### src/rtl/wb_cmd_master.sv
// wb_cmd_master: decodes read/write commands from a received byte stream and
// issues single 32-bit Wishbone cycles, then returns a status byte or the read
// data on the byte transmit interface.
//
// Build option: define WB_CMD_TIMEOUT_EN to add a watchdog that aborts a bus
// cycle after timeout_cycles cycles without ack/err. Without it, BUS waits
// indefinitely.
//
// Command bytes (multi-byte fields MSB first):
//   0x01 A3 A2 A1 A0 D3 D2 D1 D0   write
//   0x02 A3 A2 A1 A0               read
//
// state | meaning
// ------+-------------------------------------------------------------
// IDLE  | waiting for an opcode byte; unknown opcodes are ignored
// ADDR  | shifting in four address bytes
// DATA  | shifting in four write-data bytes (write commands only)
// BUS   | Wishbone cycle in flight; waits for ack/err (or watchdog)
// RESP  | streaming the loaded response bytes out on tx
module wb_cmd_master #(
  parameter int unsigned timeout_cycles = 1024,
  parameter logic [7:0]  ack_byte       = 8'hA5,
  parameter logic [7:0]  err_byte       = 8'hEE
) (
  input  logic        clk,
  input  logic        reset_n,
  input  logic [7:0]  rx_data,
  input  logic        rx_valid,
  output logic [7:0]  tx_data,
  output logic        tx_wr,
  input  logic        tx_busy,
  output logic [31:0] wb_adr_o,
  output logic [31:0] wb_dat_o,
  input  logic [31:0] wb_dat_i,
  output logic [3:0]  wb_sel_o,
  output logic        wb_we_o,
  output logic        wb_cyc_o,
  output logic        wb_stb_o,
  input  logic        wb_ack_i,
  input  logic        wb_err_i,
  output logic        busy
);

  localparam logic [7:0] OP_WRITE = 8'h01;
  localparam logic [7:0] OP_READ  = 8'h02;

  typedef enum logic [2:0] {
    S_IDLE = 3'd0,
    S_ADDR = 3'd1,
    S_DATA = 3'd2,
    S_BUS  = 3'd3,
    S_RESP = 3'd4
  } state_t;

  state_t      state_q, state_d;
  logic        cmd_we_q, cmd_we_d;
  logic [1:0]  cnt_q, cnt_d;
  logic [31:0] adr_q, adr_d;
  logic [31:0] dat_q, dat_d;
  logic [31:0] resp_q, resp_d;
  logic [2:0]  resp_cnt_q, resp_cnt_d;
  logic        cyc_q, cyc_d;
  logic        we_q, we_d;
  logic        tx_wr_q, tx_wr_d;
  logic [7:0]  tx_data_q, tx_data_d;
  logic        timeout_hit;

  // A watchdog of fewer than two cycles cannot be honoured.
  if (timeout_cycles < 2) begin : g_bad_timeout
    $error("wb_cmd_master: timeout_cycles must be >= 2");
  end

`ifdef WB_CMD_TIMEOUT_EN
  logic [31:0] tmr_q, tmr_d;

  // Watchdog counts BUS cycles; it sits at zero outside BUS so entry clears it.
  always_comb begin
    tmr_d = '0;
    if (state_q == S_BUS) begin
      tmr_d = tmr_q + 32'd1;
    end
  end

  // Watchdog register.
  always_ff @(posedge clk or negedge reset_n) begin
    if (!reset_n) begin
      tmr_q <= '0;
    end else begin
      tmr_q <= tmr_d;
    end
  end

  assign timeout_hit = (state_q == S_BUS) && (tmr_q == 32'(timeout_cycles - 1));
`else
  assign timeout_hit = 1'b0;
`endif

  // Command decode, bus handshake and response sequencing.
  always_comb begin
    state_d    = state_q;
    cmd_we_d   = cmd_we_q;
    cnt_d      = cnt_q;
    adr_d      = adr_q;
    dat_d      = dat_q;
    resp_d     = resp_q;
    resp_cnt_d = resp_cnt_q;
    cyc_d      = cyc_q;
    we_d       = we_q;
    tx_wr_d    = 1'b0;
    tx_data_d  = tx_data_q;

    case (state_q)
      S_IDLE: begin
        if (rx_valid && (rx_data == OP_WRITE || rx_data == OP_READ)) begin
          cmd_we_d = (rx_data == OP_WRITE);
          cnt_d    = 2'd0;
          state_d  = S_ADDR;
        end
      end

      S_ADDR: begin
        if (rx_valid) begin
          adr_d = {adr_q[23:0], rx_data};
          cnt_d = cnt_q + 2'd1;
          if (cnt_q == 2'd3) begin
            cnt_d = 2'd0;
            if (cmd_we_q) begin
              state_d = S_DATA;
            end else begin
              state_d = S_BUS;
              cyc_d   = 1'b1;
              we_d    = 1'b0;
            end
          end
        end
      end

      S_DATA: begin
        if (rx_valid) begin
          dat_d = {dat_q[23:0], rx_data};
          cnt_d = cnt_q + 2'd1;
          if (cnt_q == 2'd3) begin
            cnt_d   = 2'd0;
            state_d = S_BUS;
            cyc_d   = 1'b1;
            we_d    = 1'b1;
          end
        end
      end

      S_BUS: begin
        // err outranks ack; either outranks the watchdog.
        if (wb_err_i) begin
          resp_d     = {err_byte, 24'h0};
          resp_cnt_d = 3'd1;
        end else if (wb_ack_i) begin
          if (cmd_we_q) begin
            resp_d     = {ack_byte, 24'h0};
            resp_cnt_d = 3'd1;
          end else begin
            resp_d     = wb_dat_i;
            resp_cnt_d = 3'd4;
          end
        end else if (timeout_hit) begin
          resp_d     = {err_byte, 24'h0};
          resp_cnt_d = 3'd1;
        end
        if (wb_err_i || wb_ack_i || timeout_hit) begin
          cyc_d   = 1'b0;
          we_d    = 1'b0;
          state_d = S_RESP;
        end
      end

      S_RESP: begin
        // The cycle carrying the last strobe is the exit cycle, so rx bytes
        // arriving then are still dropped.
        if (resp_cnt_q == 3'd0) begin
          state_d = S_IDLE;
        end else if (!tx_busy && !tx_wr_q) begin
          // tx_wr_q guards against tx_busy not yet reflecting the last strobe.
          tx_wr_d    = 1'b1;
          tx_data_d  = resp_q[31:24];
          resp_d     = {resp_q[23:0], 8'h00};
          resp_cnt_d = resp_cnt_q - 3'd1;
        end
      end

      default: begin
        state_d = S_IDLE;
        cyc_d   = 1'b0;
        we_d    = 1'b0;
      end
    endcase
  end

  // State and datapath registers; reset abandons any partial command or cycle.
  always_ff @(posedge clk or negedge reset_n) begin
    if (!reset_n) begin
      state_q    <= S_IDLE;
      cmd_we_q   <= 1'b0;
      cnt_q      <= 2'd0;
      adr_q      <= '0;
      dat_q      <= '0;
      resp_q     <= '0;
      resp_cnt_q <= 3'd0;
      cyc_q      <= 1'b0;
      we_q       <= 1'b0;
      tx_wr_q    <= 1'b0;
      tx_data_q  <= 8'h00;
    end else begin
      state_q    <= state_d;
      cmd_we_q   <= cmd_we_d;
      cnt_q      <= cnt_d;
      adr_q      <= adr_d;
      dat_q      <= dat_d;
      resp_q     <= resp_d;
      resp_cnt_q <= resp_cnt_d;
      cyc_q      <= cyc_d;
      we_q       <= we_d;
      tx_wr_q    <= tx_wr_d;
      tx_data_q  <= tx_data_d;
    end
  end

  assign wb_adr_o = {adr_q[31:2], 2'b00};
  assign wb_dat_o = dat_q;
  assign wb_sel_o = 4'hF;
  assign wb_we_o  = we_q;
  assign wb_cyc_o = cyc_q;
  assign wb_stb_o = cyc_q;
  assign tx_data  = tx_data_q;
  assign tx_wr    = tx_wr_q;
  assign busy     = (state_q != S_IDLE);

endmodule

### config.mk
export PLATFORM = sky130hd
export DESIGN_NAME = wb_cmd_master
export DESIGN_NICKNAME = d
export VERILOG_FILES = /design/src/rtl/wb_cmd_master.sv
export SDC_FILE = /design/constraint.sdc
export NUM_CORES = 1
export LEC_CHECK = 0
export CORE_MARGIN = 8
export CORE_UTILIZATION = 50
export CTS_CLUSTER_SIZE = 16
export DETAILED_ROUTE_END_ITERATION = 8
export PLACE_DENSITY = 0.84
export SYNTH_ARGS = -nofsm -noshare
export SYNTH_HDL_FRONTEND = slang
export SYNTH_SLANG_ARGS = --single-unit
### constraint.sdc
create_clock -name clk -period 2.2 [get_ports clk]
set_clock_uncertainty 0.1 [all_clocks]
set_input_delay 0.44 -clock clk [delete_from_list [all_inputs] [get_ports clk]]
set_output_delay 0.44 -clock clk [all_outputs]
set_load 0.1 [all_outputs]
# --- Word-level counts from Yosys, hierarchy flattened ---
# Cells that the tools add are included.
# Widths: inputs -> output; s select.
op_classes:
  bitwise_logic: 2
  n_eq_ne: 19
  reduce_logical: 21
  addsub: 2
  muxes: 39
op_table:
  columns: ["cell", "count"]
  rows:
  - ["$mux 32", 5]
  - ["$pmux 32 s2", 1]
  - ["$mux 3", 12]
  - ["$ne 2x2->1 const B", 10]
  - ["$pmux 3 s5", 1]
  - ["$reduce_and 7->1", 2]
  - ["$mux 1", 13]
  - ["$eq 8x1->1 const B", 1]
  - ["$eq 8x2->1 const B", 1]
  - ["$pmux 1 s4", 2]
  - ["$eq 3x2->1 const B", 2]
  - ["$logic_not 3->1", 2]
  - ["$mux 2", 3]
  - ["$pmux 3 s2", 1]
  - ["$reduce_and 2->1", 3]
  - ["$reduce_and 3->1", 2]
  - ["$pmux 2 s2", 1]
  - ["$reduce_and 4->1", 1]
  - ["$reduce_bool 2->1", 2]
  - ["$reduce_or 2->1", 2]
  - ["$eq 3x1->1 const B", 1]
  - ["$eq 3x3->1 const B", 1]
  - ["$ne 3x3->1 const B", 1]
  - ["$reduce_bool 3->1", 1]
  - ["8 further kinds", 12]
totals:
  reg_bits: 116
  out_inout_bits: 81
  elab_cells: 94
  inputBits: 46

# --- Depth between registers and ports, before layout ---
# Gate-level depths: netlist of the first run.
depth:
  depth_word: 5
  mapped_depth: 8
  depth_no_buf: 6

# --- Least setup slack after synthesis of the first run ---
# No wires, ideal clock.
synth_path:
  kind: "register -> register"
  startpoint: "register tx_wr_q (netlist: tx_wr)"
  endpoint: "register resp_q[13]"
  path_buffers: 2
  synth_period_minus_slack_ns: 2.249
  path_stages_with_launch: 7
  slack_ns: -0.049
  setup_time_ns: 0.123
  arrival_ns: 2.027
  required_ns: 1.977
  path_cell_list: "dfrtp_1 or2_2 o32a_1 buf_4 buf_6 a221oi_2 nor2_1"
synth_via:
  elab_chain_len: 4
synth_rtl:
  columns: ["item", "line", "rtl"]
  rows:
  - ["start: declaration", "64", "logic tx_wr_q, tx_wr_d;"]
  - ["start signal: assignment", "221", "tx_wr_q <= tx_wr_d;"]
  - ["$logic_not 1->1", "180", "end else if (!tx_busy && !tx_wr_q) begin"]
  - ["$logic_and 1x1->1", "180", null]
  - ["$ne 2x2->1 (no line)", null, null]
  - ["$reduce_and 4->1 (no line)", null, null]
  - ["end signal: assignment", "217", "resp_q <= resp_d;"]
  - ["end: declaration", "60", "logic [31:0] resp_q, resp_d;"]
# No other way between the ends.
# A chain may end at the register's enable or synchronous reset.

# --- Worst setup path after layout of the first run ---
layout_path:
  startpoint: "register state_q[2]"
  endpoint: "output port busy"
layout_via:
  elab_chain_len: 1
layout_rtl:
  columns: ["item", "line", "rtl"]
  rows:
  - ["start: declaration", "55", "state_t state_q, state_d;"]
  - ["start signal: assignment", "212", "state_q <= state_d;"]
  - ["$reduce_bool 3->1", "234", "assign busy = (state_q != S_IDLE);"]
  - ["end: declaration", "41", "output logic busy"]
# No other way between the ends.

==> reports/results.txt, run 1 <==
Die Height: 119 um
Cells along the critical path: buf_4, nor2_4, nand2_1, buf_12
Finished layout cell area: 6940 sq um
Pins Over Slew Limit: 0
Final Setup Violations: 0
Synth cell types: 54
Crit path launch type: flip-flop
Detailed Route WL: 12.0 mm
Area growth from synthesis to layout: 31.4%
Post-CTS Setup Bufs: 0
Diodes inserted: 0
Die width: 119 um
Fmax: 0.483 GHz
R2r endpoint: resp_q[9]
RD Place Congestion: 0.784
Synth top area cells: dfrtp_1, mux2_1, buf_4, mux2_2, a221oi_2
Fin nets: 585
Clk sinks: 116
Crit path DAT: 1530 ps
Worst r2r src: state_q[2]
Worst r2r path cells: 5
Hold Path Sink: resp_q[2]
Met1 Usage GRT: 0.202
CP max FO: 10
Antenna violations before repair: 0
CP Class: flip-flop to output pin
Share of layout cells above drive strength 1: 0.352
Hold_ws: 367 ps
Root buf cell: clkbuf_8
Initial drt markers: 206
Number of enable flip-flop cells after synthesis: 0
Routed len/inst: 17.5 um
Setup tns final: 0 ps
WP data required: 1660 ps
Largest net degree at the start of global routing: 117
Core Region: 10,300 sq um
Post-route ant nets: 0
RSZ-0062 raised after global routing: no
Gr busiest metal: met2
Syn avg cell area: 12.5 sq um
Via Count: 3,582
Post-route core utilization: 0.675
Port bufs: 120
Post-layout minimum cycle time: 2070 ps
Starting Density: 0.514
Fin crit share: 0.941
CP max-delay cell: dfrtp_1
Commonest cells in the netlist: dfrtp_1, mux2_1, nor2_1, buf_4, nand2_1
Most common cell in the netlist: dfrtp_1
Clk pin slew, worst setup/hold paths: 60 ps
Pre-antenna DRT Iters: 4
I/O pins: 127
Setup crit end kind: output pin
Placed cell area: 6360 sq um
M3 GR Usage: 0.0595
Final Non-Filler Cells: 685
First-pass GRT wire length: 20.0 mm
Global Route met2 Usage: 0.297
Lkg Pwr: 3.44 nW
Max_cap viols: 0
GR Overflow Total: 0
TritonCTS Buffers: 17
CTS tree: done
Final hold vios: 0
Max-slew headroom: 0.590
Vias in the first global route: 3,951
Synth async-reset ratio: 1.00
Hold path startpoint: resp_q[2]
Post-Syn Instances: 423
Final worst setup slack: 129 ps
Post-synth top area cell: dfrtp_1
#FFs+latches synth: 116
Hold Crit Class: flip-flop to flip-flop
DRC viols: 0
GRT Util Overall: 0.175
Most used DFF post-synth: dfrtp_1
Row count: 37
Hold Crit Depth: 2
Via density: 5.23
Die Footprint: 14,100 sq um
Tot Pwr: 10.7 mW
Outcome: completed
Final HPWL DP: 8.57 mm
Slew @ Worst Pin: 615 ps
Mapped Area: 5280 sq um
CP peak stage delay: 410 ps
Sequential area share after synthesis: 0.550
Placed cells: 652
PwrDens: 1550 nW/um^2
R2R Setup Slk: 150 ps
H-tree depth: 4
Synth top area share: 0.550
Yosys warnings: 0
Place WS: -189 ps
CTS Buffer Depth: 2
Clock insertion delay at the later pin of the skew report: 500 ps
Peak supply drop: 1440 uV
## power by group
| group | internal [mW] | total [mW] | switching, mW |
|---|---|---|---|
| clock network | 1.54 | 2.55 | 1.01 |
| logic | 1.19 | 4.81 | 3.62 |
| registers | 2.85 | 3.37 | 0.523 |
| total | 5.57 | 10.7 | 5.16 |
## critical path: cells and delay by family, from the launching register on
family	cells	cell delay (ps)
and+or+nand+nor	2	240
DFF	1	410
buffers and inverters	2	380
## state kept, by name, indices dropped and copies added (netlist names)
signal / cells
cnt_q: 2
state_q: 3
tx_data: 8
adr_q: 32
wb_dat_o: 32
resp_q: 32
cmd_we_q: 1
resp_cnt_q: 3
wb_we_o: 1
tx_wr: 1
wb_cyc_o: 1
## metal layers
layer | share of wire | vias up
met2 | 0.52 | 105
met5 | 0 | -
met4 | 0.0067 | 0
li1 | - | 1672
met1 | 0.42 | 1797
met3 | 0.055 | 8
## cells in the final DEF, fill, tap and decap left out, types with 5 or more instances in the layout
cell type	n
clkbuf_16	16
a21oi_1	5
conb_1	6
o21ai_1	5
a221oi_2	12
a221oi_1	5
buf_4	103
buf_12	5
mux2_4	8
dfrtp_1	115
clkdlybuf4s50_1	44
nand2_1	23
nor2_1	42
o21ai_0	5
clkinvlp_4	6
o22ai_1	5
mux2_2	22
nand3_1	11
inv_1	9
mux2_1	43
nor3_1	5
## what timing repair did
action / in CTS / in global routing
endpoints found under the hold margin: 116 / 0
endpoints found under the setup margin: 1 / 1
gates resized for setup: 1 / 1
hold buffers: 1 / 0
## layout make-up
| cell class | count | area [sq um] |
|---|---|---|
| fill | 764 | 3340 |
| sequential | 116 | 2900 |
| multi-input combinational | 238 | 1950 |
| clock inverter | 14 | 129 |
| inverter | 10 | 37.5 |
| tap | 136 | 170 |
| timing repair buffer | 153 | 1320 |
| clock buffer | 18 | 428 |
## kinds of logic (layout without fill, tap and decap cells)
kind of cell / after synthesis / after routing / synth area share
buffers and inverters: 73 / 195 / 0.0910
AND/OR/NAND/NOR: 96 / 96 / 0.0851
other: 2 / 6 / 0.00142
multiplexers: 74 / 74 / 0.163
XOR/XNOR: 2 / 2 / 0.00332
flip-flops: 116 / 116 / 0.550
AO/OA/AOI/OAI: 57 / 57 / 0.0988
adder cells (fa/ha/maj): 3 / 3 / 0.00711
## how the worst max path moves through the flow
stage | from | endpoint | cells past startpoint
after global placement | rx_data[3] | cnt_q[0] | 6
after CTS | state_q[2] | busy | 4
final | state_q[2] | busy | 4
after global routing | state_q[2] | busy | 4
after detailed placement | rx_valid | cnt_q[0] | 5
after floorplan | tx_wr | resp_q[13] | 6
Power figures use the tool's default switching activity.
==> inputs of run 2 (changes only) <==
CAP_MARGIN = 20   (was not set)
CTS_CLUSTER_DIAMETER = 150   (was not set)
==> results of run 2 <==
No change in the layout: final DEF, timing and power equal those of run 1.
==> inputs of run 3 (changes only) <==
clock period = 2.35 ns   (was 2.2 ns; I/O delays follow)
==> run 3 against run 2 <==
Compared with the run above:
- wire length decreased by 1.4%
- utilization decreased by 0.66 points
- sequential share of layout area increased by 0.39 points
- cell area decreased by 0.97%
- via count decreased by 1.5%
- sequential power decreased by 6.5%
- combinational power decreased by 7.1%
- flip-flop and latch count unchanged
- critical path type unchanged
==> reports/results.txt, run 3 (synthesis results as in run 1) <==
Outcome: completed
WP data required: 1780 ps
Worst r2r path cells: 5
Area growth from synthesis to layout: 30.1%
Die width: 119 um
Via density: 5.21
Row count: 37
Fin crit share: 0.964
Most frequent cells in the layout: dfrtp_1, buf_4, clkdlybuf4s50_1
R2R Setup Slk: 320 ps
First-pass GRT wire length: 19.8 mm
Worst r2r src: state_q[0]
Max_cap viols: 0
Via Count: 3,530
Root buf cell: clkbuf_8
TritonCTS Buffers: 17
R2r endpoint: resp_q[10]
CTS tree: done
CP Class: flip-flop to output pin
Commonest non-fill, non-tap cell in the layout: dfrtp_1
Diodes inserted: 0
GR Overflow Total: 0
Clk sinks: 116
Share of layout cells above drive strength 1: 0.336
Final hold vios: 0
Hold Crit Class: primary input to asynchronous set/reset pin
CTS Buffer Depth: 2
Post-CTS Setup Bufs: 0
Crit path DAT: 1700 ps
Setup tns final: 0 ps
RSZ-0062 raised after global routing: no
Antenna violations before repair: 0
# resized after CTS: 0
Lkg Pwr: 3.40 nW
Clk pin slew, worst setup/hold paths: 60 ps
Largest net degree at the start of global routing: 47
Vias in the first global route: 3,778
Fin nets: 577
Fill count: 744
I/O pins: 127
Fmax: 0.441 GHz
Hold_ws: 342 ps
Final Setup Violations: 0
Routed len/inst: 17.4 um
Final HPWL DP: 8.54 mm
Post-route ant nets: 0
Port bufs: 120
Die Footprint: 14,100 sq um
GRT Util Overall: 0.175
Area of the multi-input gates: 1940 sq um
Initial drt markers: 167
RD Place Congestion: 0.763
DRC viols: 0
Detailed Route WL: 11.8 mm
Pins Over Slew Limit: 0
Core Region: 10,300 sq um
H-tree depth: 4
Setup crit end kind: output pin
Register area: 2900 sq um
Starting Density: 0.514
Die Height: 119 um
CP max FO: 13
Clock insertion delay at the later pin of the skew report: 510 ps
Pre-antenna DRT Iters: 5
Peak supply drop: 1300 uV
Crit path launch type: flip-flop
Post-layout minimum cycle time: 2270 ps
PwrDens: 1450 nW/um^2
-- run 3: cell types whose count changed in the layout (fill, tap and decap cells not counted), sizes merged --
| cell | change |
|---|---|
| clkbuf | +1 |
| clkinv | +2 |
| clkinvlp | -2 |
| buf | -8 |
| inv | -1 |
-- run 3: how the worst max path moves through the flow --
stage                    start         end  slack [ps]
detailed placement     tx_busy  resp_q[10]          70
floorplan                tx_wr  resp_q[13]         100
global placement       tx_busy   resp_q[8]          80
finish              state_q[2]        busy          80
global route        state_q[2]        busy           5
CTS                 state_q[2]        busy          60
-- run 3: routing by layer --
metal,vias up,wire length [um],GRT usage
li1,1658,-,-
met1,1726,4750,0.198
met2,124,6030,0.286
met3,22,785,0.0624
met4,0,247,0.0893
met5,-,0,0
-- run 3: where the power goes --
| part | internal [mW] | switching (mW) | total (mW) | leakage (nW) |
|---|---|---|---|---|
| logic | 1.09 | 3.37 | 4.47 | 1.63 |
| registers | 2.67 | 0.485 | 3.15 | 1.51 |
| clock network | 1.44 | 0.936 | 2.38 | 0.261 |
| total | 5.20 | 4.79 | 9.99 | 3.40 |
-- run 3: critical path: stages (launching register included) --
cell and delay, ps:
dfrtp_1 390, buf_4 200, nor2_1 240, nand2_1 160, buf_12 190
-- run 3: final cells by class --
class | instances | share of cell area
clock inverter | 13 | 0.0184
multi-input combinational | 238 | 0.282
inverter | 10 | 0.00546
clock buffer | 19 | 0.0628
timing repair buffer | 145 | 0.184
tap | 136 | 0.0248
sequential | 116 | 0.423
-- run 3: what timing repair did --
action	in CTS	in global routing
setup endpoints to repair	0	0
hold buffers	1	0
hold endpoints to repair	31	0
-- run 3: through the flow --
step	instances	power [mW]	area [sq um]	util	setup WS, ps
detailed placement	644	7.66	6300	0.613	67.0
CTS	677	10.1	6870	0.668	55.1
global placement	644	7.55	6300	0.613	83.6
finish	677	9.99	6870	0.668	84.8
global route	677	10.4	6870	0.668	4.59
floorplan	427	6.88	5290	-	101
